## src/rtl/sub_fp16_if.sv

```systemverilog
// Handshake and data bundle for the fp16 subtractor.
// The master modport is the producer/consumer side; slave is the subtractor.
`timescale 1ns/1ps
interface sub_fp16_if;
    logic        in_valid;
    logic        in_ready;
    logic [15:0] fp_a;
    logic [15:0] fp_b;
    logic        out_valid;
    logic        out_ready;
    logic [15:0] fp_out;
    logic        ovf;
    logic        unf;
    logic        nx;
    logic        nv;

    modport master (
        output in_valid, fp_a, fp_b, out_ready,
        input  in_ready, out_valid, fp_out, ovf, unf, nx, nv
    );

    modport slave (
        input  in_valid, fp_a, fp_b, out_ready,
        output in_ready, out_valid, fp_out, ovf, unf, nx, nv
    );
endinterface

```

## src/rtl/sub_fp16.sv

```systemverilog
// Two-stage binary16 subtractor a - b: align in S1, add/normalize/round into
// the output register. Subnormal results are flushed to signed zero.
`timescale 1ns/1ps
module sub_fp16 (
    input  logic      clk,
    input  logic      nRST,
    sub_fp16_if.slave bus
);
    logic [15:0] w_a, w_b;
    logic [4:0]  w_ea, w_eb, w_ea_eff, w_eb_eff;
    logic [10:0] w_ma, w_mb;
    logic        w_a_nan, w_b_nan, w_a_inf, w_b_inf;
    logic        w_special, w_spec_nv;
    logic [15:0] w_spec_res;
    logic        w_a_big, w_sign, w_sub;
    logic [4:0]  w_e_big, w_e_small, w_diff;
    logic [10:0] w_s_big, w_s_small;
    logic [13:0] w_small14, w_mask, w_aligned;
    logic        w_out_load, w_s1_adv;

    logic        r1_valid, r1_special, r1_spec_nv, r1_sign, r1_sub;
    logic [15:0] r1_spec_res;
    logic [4:0]  r1_exp;
    logic [13:0] r1_big, r1_small;

    logic [14:0]        w_sum;
    logic               w_carry, w_rup, w_rcarry, w_inexact;
    logic [13:0]        w_m0, w_mn;
    logic [3:0]         w_lz;
    logic signed [6:0]  w_exp_n, w_exp_r;
    logic [11:0]        w_mant;
    logic [9:0]         w_frac;
    logic [15:0]        w_res;
    logic               w_ovf, w_unf, w_nx, w_nv;

    logic        r_out_valid, r_ovf, r_unf, r_nx, r_nv;
    logic [15:0] r_fp_out;

    assign w_a      = bus.fp_a;
    assign w_b      = bus.fp_b;
    assign w_ea     = w_a[14:10];
    assign w_eb     = w_b[14:10];
    assign w_ea_eff = (w_ea == 5'd0) ? 5'd1 : w_ea;
    assign w_eb_eff = (w_eb == 5'd0) ? 5'd1 : w_eb;
    assign w_ma     = {|w_ea, w_a[9:0]};
    assign w_mb     = {|w_eb, w_b[9:0]};

    always_comb begin
        w_a_nan    = (&w_ea) & (|w_a[9:0]);
        w_b_nan    = (&w_eb) & (|w_b[9:0]);
        w_a_inf    = (&w_ea) & ~(|w_a[9:0]);
        w_b_inf    = (&w_eb) & ~(|w_b[9:0]);
        w_special  = 1'b0;
        w_spec_nv  = 1'b0;
        w_spec_res = '0;
        if (w_a_nan | w_b_nan | (w_a_inf & w_b_inf & (w_a[15] == w_b[15]))) begin
            w_special  = 1'b1;
            w_spec_nv  = 1'b1;
            w_spec_res = 16'h7E00;
        end else if (w_a_inf) begin
            w_special  = 1'b1;
            w_spec_res = {w_a[15], 15'h7C00};
        end else if (w_b_inf) begin
            w_special  = 1'b1;
            w_spec_res = {~w_b[15], 15'h7C00};
        end
    end

    // Effective subtraction when a's sign equals b's raw sign (b is negated).
    always_comb begin
        w_a_big   = (w_a[14:0] >= w_b[14:0]);
        w_sign    = w_a_big ? w_a[15] : ~w_b[15];
        w_sub     = (w_a[15] == w_b[15]);
        w_e_big   = w_a_big ? w_ea_eff : w_eb_eff;
        w_e_small = w_a_big ? w_eb_eff : w_ea_eff;
        w_s_big   = w_a_big ? w_ma : w_mb;
        w_s_small = w_a_big ? w_mb : w_ma;
        w_diff    = w_e_big - w_e_small;
        w_small14 = {w_s_small, 3'b000};
        w_mask    = (14'd1 << w_diff) - 14'd1;
        if (w_diff >= 5'd14) begin
            w_aligned = {13'd0, |w_small14};
        end else begin
            w_aligned = (w_small14 >> w_diff) | {13'd0, |(w_small14 & w_mask)};
        end
    end

    assign w_out_load   = ~r_out_valid | bus.out_ready;
    assign w_s1_adv     = ~r1_valid | w_out_load;
    assign bus.in_ready = w_s1_adv;

    always_ff @(posedge clk or negedge nRST) begin
        if (!nRST) begin
            r1_valid    <= 1'b0;
            r1_special  <= 1'b0;
            r1_spec_nv  <= 1'b0;
            r1_spec_res <= '0;
            r1_sign     <= 1'b0;
            r1_sub      <= 1'b0;
            r1_exp      <= '0;
            r1_big      <= '0;
            r1_small    <= '0;
        end else if (w_s1_adv) begin
            r1_valid <= bus.in_valid;
            if (bus.in_valid) begin
                r1_special  <= w_special;
                r1_spec_nv  <= w_spec_nv;
                r1_spec_res <= w_spec_res;
                r1_sign     <= w_sign;
                r1_sub      <= w_sub;
                r1_exp      <= w_e_big;
                r1_big      <= {w_s_big, 3'b000};
                r1_small    <= w_aligned;
            end
        end
    end

    always_comb begin
        w_sum   = r1_sub ? ({1'b0, r1_big} - {1'b0, r1_small})
                         : ({1'b0, r1_big} + {1'b0, r1_small});
        w_carry = ~r1_sub & w_sum[14];
        w_m0    = w_carry ? {w_sum[14:2], w_sum[1] | w_sum[0]} : w_sum[13:0];
        w_lz    = 4'd0;
        for (int unsigned i = 0; i < 14; i++) begin
            if (w_m0[i]) w_lz = 4'(13 - i);
        end
        w_mn      = w_m0 << w_lz;
        w_exp_n   = 7'(r1_exp) + 7'(w_carry) - 7'(w_lz);
        w_inexact = |w_mn[2:0];
        w_rup     = w_mn[2] & (w_mn[1] | w_mn[0] | w_mn[3]);
        w_mant    = {1'b0, w_mn[13:3]} + 12'(w_rup);
        w_rcarry  = w_mant[11];
        w_exp_r   = w_exp_n + 7'(w_rcarry);
        w_frac    = w_rcarry ? w_mant[10:1] : w_mant[9:0];

        w_res = '0;
        w_ovf = 1'b0;
        w_unf = 1'b0;
        w_nx  = 1'b0;
        w_nv  = 1'b0;
        if (r1_special) begin
            w_res = r1_spec_res;
            w_nv  = r1_spec_nv;
        end else if (w_m0 == 14'd0) begin
            w_res = {~r1_sub & r1_sign, 15'd0};
        end else if (w_exp_n < 7'sd1) begin
            w_res = {r1_sign, 15'd0};
            w_unf = 1'b1;
            w_nx  = 1'b1;
        end else if (w_exp_r >= 7'sd31) begin
            w_res = {r1_sign, 15'h7C00};
            w_ovf = 1'b1;
            w_nx  = 1'b1;
        end else begin
            w_res = {r1_sign, w_exp_r[4:0], w_frac};
            w_nx  = w_inexact;
        end
    end

    always_ff @(posedge clk or negedge nRST) begin
        if (!nRST) begin
            r_out_valid <= 1'b0;
            r_fp_out    <= '0;
            r_ovf       <= 1'b0;
            r_unf       <= 1'b0;
            r_nx        <= 1'b0;
            r_nv        <= 1'b0;
        end else if (w_out_load) begin
            r_out_valid <= r1_valid;
            if (r1_valid) begin
                r_fp_out <= w_res;
                r_ovf    <= w_ovf;
                r_unf    <= w_unf;
                r_nx     <= w_nx;
                r_nv     <= w_nv;
            end
        end
    end

    assign bus.out_valid = r_out_valid;
    assign bus.fp_out    = r_fp_out;
    assign bus.ovf       = r_ovf;
    assign bus.unf       = r_unf;
    assign bus.nx        = r_nx;
    assign bus.nv        = r_nv;
endmodule
```

## src/flat_wrapper.sv

```systemverilog
// flat-port wrapper written by rule: the top's interface ports become plain ports
module sub_fp16_flat 
  (clk, nRST, bus_in_valid, bus_fp_a, bus_fp_b, bus_out_ready, bus_in_ready, bus_out_valid, bus_fp_out, bus_ovf, bus_unf, bus_nx, bus_nv);
  sub_fp16_if bus_i ();
  input  logic clk;
  input  logic nRST;
  input wire logic [$bits(bus_i.in_valid)-1:0] bus_in_valid;
  input wire logic [$bits(bus_i.fp_a)-1:0] bus_fp_a;
  input wire logic [$bits(bus_i.fp_b)-1:0] bus_fp_b;
  input wire logic [$bits(bus_i.out_ready)-1:0] bus_out_ready;
  output wire logic [$bits(bus_i.in_ready)-1:0] bus_in_ready;
  output wire logic [$bits(bus_i.out_valid)-1:0] bus_out_valid;
  output wire logic [$bits(bus_i.fp_out)-1:0] bus_fp_out;
  output wire logic [$bits(bus_i.ovf)-1:0] bus_ovf;
  output wire logic [$bits(bus_i.unf)-1:0] bus_unf;
  output wire logic [$bits(bus_i.nx)-1:0] bus_nx;
  output wire logic [$bits(bus_i.nv)-1:0] bus_nv;
  assign bus_i.in_valid = bus_in_valid;
  assign bus_i.fp_a = bus_fp_a;
  assign bus_i.fp_b = bus_fp_b;
  assign bus_i.out_ready = bus_out_ready;
  assign bus_in_ready = bus_i.in_ready;
  assign bus_out_valid = bus_i.out_valid;
  assign bus_fp_out = bus_i.fp_out;
  assign bus_ovf = bus_i.ovf;
  assign bus_unf = bus_i.unf;
  assign bus_nx = bus_i.nx;
  assign bus_nv = bus_i.nv;
  sub_fp16 u_core (.clk(clk), .nRST(nRST), .bus(bus_i));
endmodule
```

## config.mk

```make
export PLATFORM = sky130hd
export DESIGN_NAME = sub_fp16_flat
export DESIGN_NICKNAME = d
export VERILOG_FILES = /design/src/rtl/sub_fp16_if.sv /design/src/rtl/sub_fp16.sv /design/src/flat_wrapper.sv
export SDC_FILE = /design/constraint.sdc
export NUM_CORES = 1
export LEC_CHECK = 0
export ABC_AREA = 1
export BUFFER_PORTS_ARGS = -buffer_cell sky130_fd_sc_hd__buf_2
export CORE_MARGIN = 5
export CORE_UTILIZATION = 35
export CTS_CLUSTER_DIAMETER = 200
export CTS_CLUSTER_SIZE = 24
export DETAILED_ROUTE_END_ITERATION = 8
export MAX_ROUTING_LAYER = met4
export PLACE_DENSITY = 0.5
export SYNTH_ARGS = -nofsm -noshare
export SYNTH_HDL_FRONTEND = slang
export SYNTH_SLANG_ARGS = --single-unit
```

## constraint.sdc

```tcl
create_clock -name clk -period 8.8 [get_ports clk]
set_input_delay 1.76 -clock clk [delete_from_list [all_inputs] [get_ports clk]]
set_output_delay 1.76 -clock clk [all_outputs]
set_load 0.1 [all_outputs]
```

==> results.cfg <==
[run_status]
status = completed

[placement]
place_ws_ns = 1.945
dpl.hpwl_um = 15420
io_buffers = 57
place_congestion = 0.8740

[layout]
final_net_count = 1142
diodes = 0
nFillCells = 2018
drive_gt1_share_pct = 13.43
seqCellArea_um2 = 1426
fin_util_pct = 39.22
area_delta_synth_final_pct = 10.79
multi_input_area_um2 = 4472

[clock_tree]
tritoncts = yes
h-tree-depth = 3
root_buffer = clkbuf_16
hold_buffers = 0
path_clk_slew_ns = 0.05
cts_setup_buffers = 0
post_cts_resize_count = 0
cts_sinks = 57
numCtsBuffers = 9
cts.path.max_buffers = 2
clk-insertion-delay-late_ns = 0.33

[setup_path]
crit_type = input pin to register
worstPathMaxFanout = 36
start_kind = input pin
arrival_ns = 6.73
endpoint_kind = register
rrSetupSlack_ns = 2.77
crit_required_ns = 8.99
r2r_cells = 31
r2r_end = u_core.bus.fp_out[8]$_DFFE_PN0P_
r2r_start = u_core.r1_big[5]$_DFFE_PN0P_

[yosys]
async_flop_share_pct = 100.0
synth-seq-cells = 57
syn_inst = 1014
synth_cell_type_count = 57
syn_area_per_cell_um2 = 6.487
seq_area_frac_synth_pct = 21.69
synth_enable_flop_cells = 0
yosys_warnings = 0
synth_flop_cell = dfrtp_1
synth_nets = 1104
netlist_area_um2 = 6578

[hold_path]
whs_endpoint = u_core.bus.fp_out[3]$_DFFE_PN0P_
min_from = u_core.bus.fp_out[3]$_DFFE_PN0P_
hold_depth = 2
worstHoldPathType = register to register

[drt]
drc = 0
avgRoutedWirePerCell_um = 14.69
drtPass1Iterations = 4
ant_nets = 0
drt_iter0_drc = 334
num_vias = 6560
viasPerCell = 5.081
drt-total-wl_um = 18970

[timing]
setup_viol = 0
worst_slew_pin_slew_ns = 0.7972
fin_ws_ns = 2.260
setup_tns_ns = 0
finalCriticalPeriod_ns = 6.540
fin_crit_sh_pct = 74.31
rsz0062_at_grt = false
hold_viol_final = 0
maxSlewHeadroom_pct = 46.85
skew_ns = 0.01480
report.final.slew_viol_count = 0
clock.fmax_mhz = 152.9

[floorplan]
ioPinCount = 58
die_h_um = 147.1
initial_core_util_pct = 35.40
die_w_um = 147.1
core_um2 = 18580
rows = 50
die-area_um2 = 21630

[job]
drv_cap = 0

[grt]
grt_pass1_wl_um = 32120
grt_max_degree = 58
grt_antenna_before_repair = 0
overflow = 0
grt_pass1_vias = 6396
grt_use_total_pct = 18.48

[power_and_ir_drop]
powerDensity_nw_per_um2 = 422.2
leakagePower_nw = 3.793
ir_drop_uv = 164.7
-- area by class of cell --
type                       count  share of cell area, %
tap                          234                  4.018
sequential                    57                  19.57
inverter                     129                  6.645
multi-input combinational    794                  61.37
clock inverter                 5                 0.7383
clock buffer                  11                  3.331
timing repair buffer          61                  4.327
-- per-stage QoR --
step / hold WS (ns) / cells / power, mW / area [µm²]
after floorplan: 0.4494 / 1014 / 2.305 / 6578
after global placement: 0.4634 / 1275 / 2.742 / 6990
after detailed placement: 0.4600 / 1275 / 2.731 / 6990
after CTS: 0.4761 / 1291 / 3.100 / 7287
after global routing: 0.4950 / 1291 / 3.412 / 7287
final: 0.4720 / 1291 / 3.077 / 7287
-- state kept, by name, indices dropped and copies added (netlist names), 2 cells and up --
signal	flops
u_core.r1_exp	5
u_core.r1_big	11
u_core.r1_small	14
u_core.bus.fp_out	16
u_core.r1_spec_res	2
-- power breakdown --
part           internal, mW  switching [mW]  total [mW]
combinational         0.671            1.66        2.33
clock                 0.226           0.126       0.353
sequential            0.343          0.0510       0.394
total                  1.24            1.84        3.08
-- layer usage --
metal / track usage (%) / share of wire, %
met2: 30.35 / 47
met5: - / 0
met1: 24.61 / 49
met3: 1.635 / 2.8
met4: 4.939 / 1.5
-- worst max path at each step --
stage          cells past startpoint                        endpoint  slack, ns          from
3_3_place_gp                      26  u_core.r1_small[0]$_DFFE_PN0P_       2.04   bus_fp_b[2]
4_1_cts                           26  u_core.r1_small[0]$_DFFE_PN0P_       2.28   bus_fp_b[2]
5_1_grt                           26  u_core.r1_small[0]$_DFFE_PN0P_       1.59   bus_fp_b[2]
3_5_place_dp                      26  u_core.r1_small[0]$_DFFE_PN0P_       1.95   bus_fp_b[2]
6_report                          26  u_core.r1_small[0]$_DFFE_PN0P_       2.26   bus_fp_b[2]
2_1_floorplan                     23  u_core.r1_small[0]$_DFFE_PN0P_       2.79  bus_fp_b[14]
-- cells in the mapped netlist (all sizes together) (4+ instances only) --
cell       n  share of area [%]
nand2    290                 17
inv      129                7.4
o21ai     99                7.8
nand3     95                7.9
nor2      86                6.1
dfrtp     57                 22
ha        51                9.7
a21oi     49                4.1
xor2      20                2.7
buf       17                2.0
clkbuf    17               0.97
nand4     14                1.4
nor3      10               0.93
nor4      10               0.95
xnor2     10                1.3
o22ai      8               0.76
o21a       5               0.59
mux2i      4               0.61
o2111ai    4               0.53
-- kinds of logic after synthesis --
group | count (synthesis) | synth area share (%)
flops | 57 | 21.69
xor+xnor | 30 | 3.995
fa+ha+maj | 54 | 10.61
compound gates | 191 | 17.01
mux | 4 | 0.6087
buf+inv | 163 | 10.33
simple gates | 515 | 35.76
-- worst max-delay path, stage by stage --
cell	delay, ns
buf_2	0.10
inv_1	0.05
ha_1	0.32
a21oi_1	0.14
o21ai_0	0.09
a21o_1	0.17
a21oi_1	0.11
o21ai_0	0.10
nand3_1	0.08
nand3_1	0.38
buf_4	0.40
nand2_1	0.08
o21ai_0	0.08
ha_1	0.33
a21oi_1	0.14
nand2_1	0.08
xnor2_1	0.61
inv_1	0.30
nor2_1	0.44
o21ai_0	0.16
nand2_1	0.10
o2111ai_1	0.10
nor4_1	0.18
o2111ai_1	0.13
o21ai_0	0.20
o21ai_0	0.10
-- cell usage in the layout (no fill, tap or decap), types with 13 or more instances in the layout --
cell type and count:
a21oi_1 45, buf_2 57, dfrtp_1 57, ha_1 51
inv_1 114, inv_2 15, nand2_1 273, nand2_2 14
nand3_1 86, nand4_1 13, nor2_1 75, o21ai_0 86
xor2_1 20
Power figures use the tool's default switching activity.
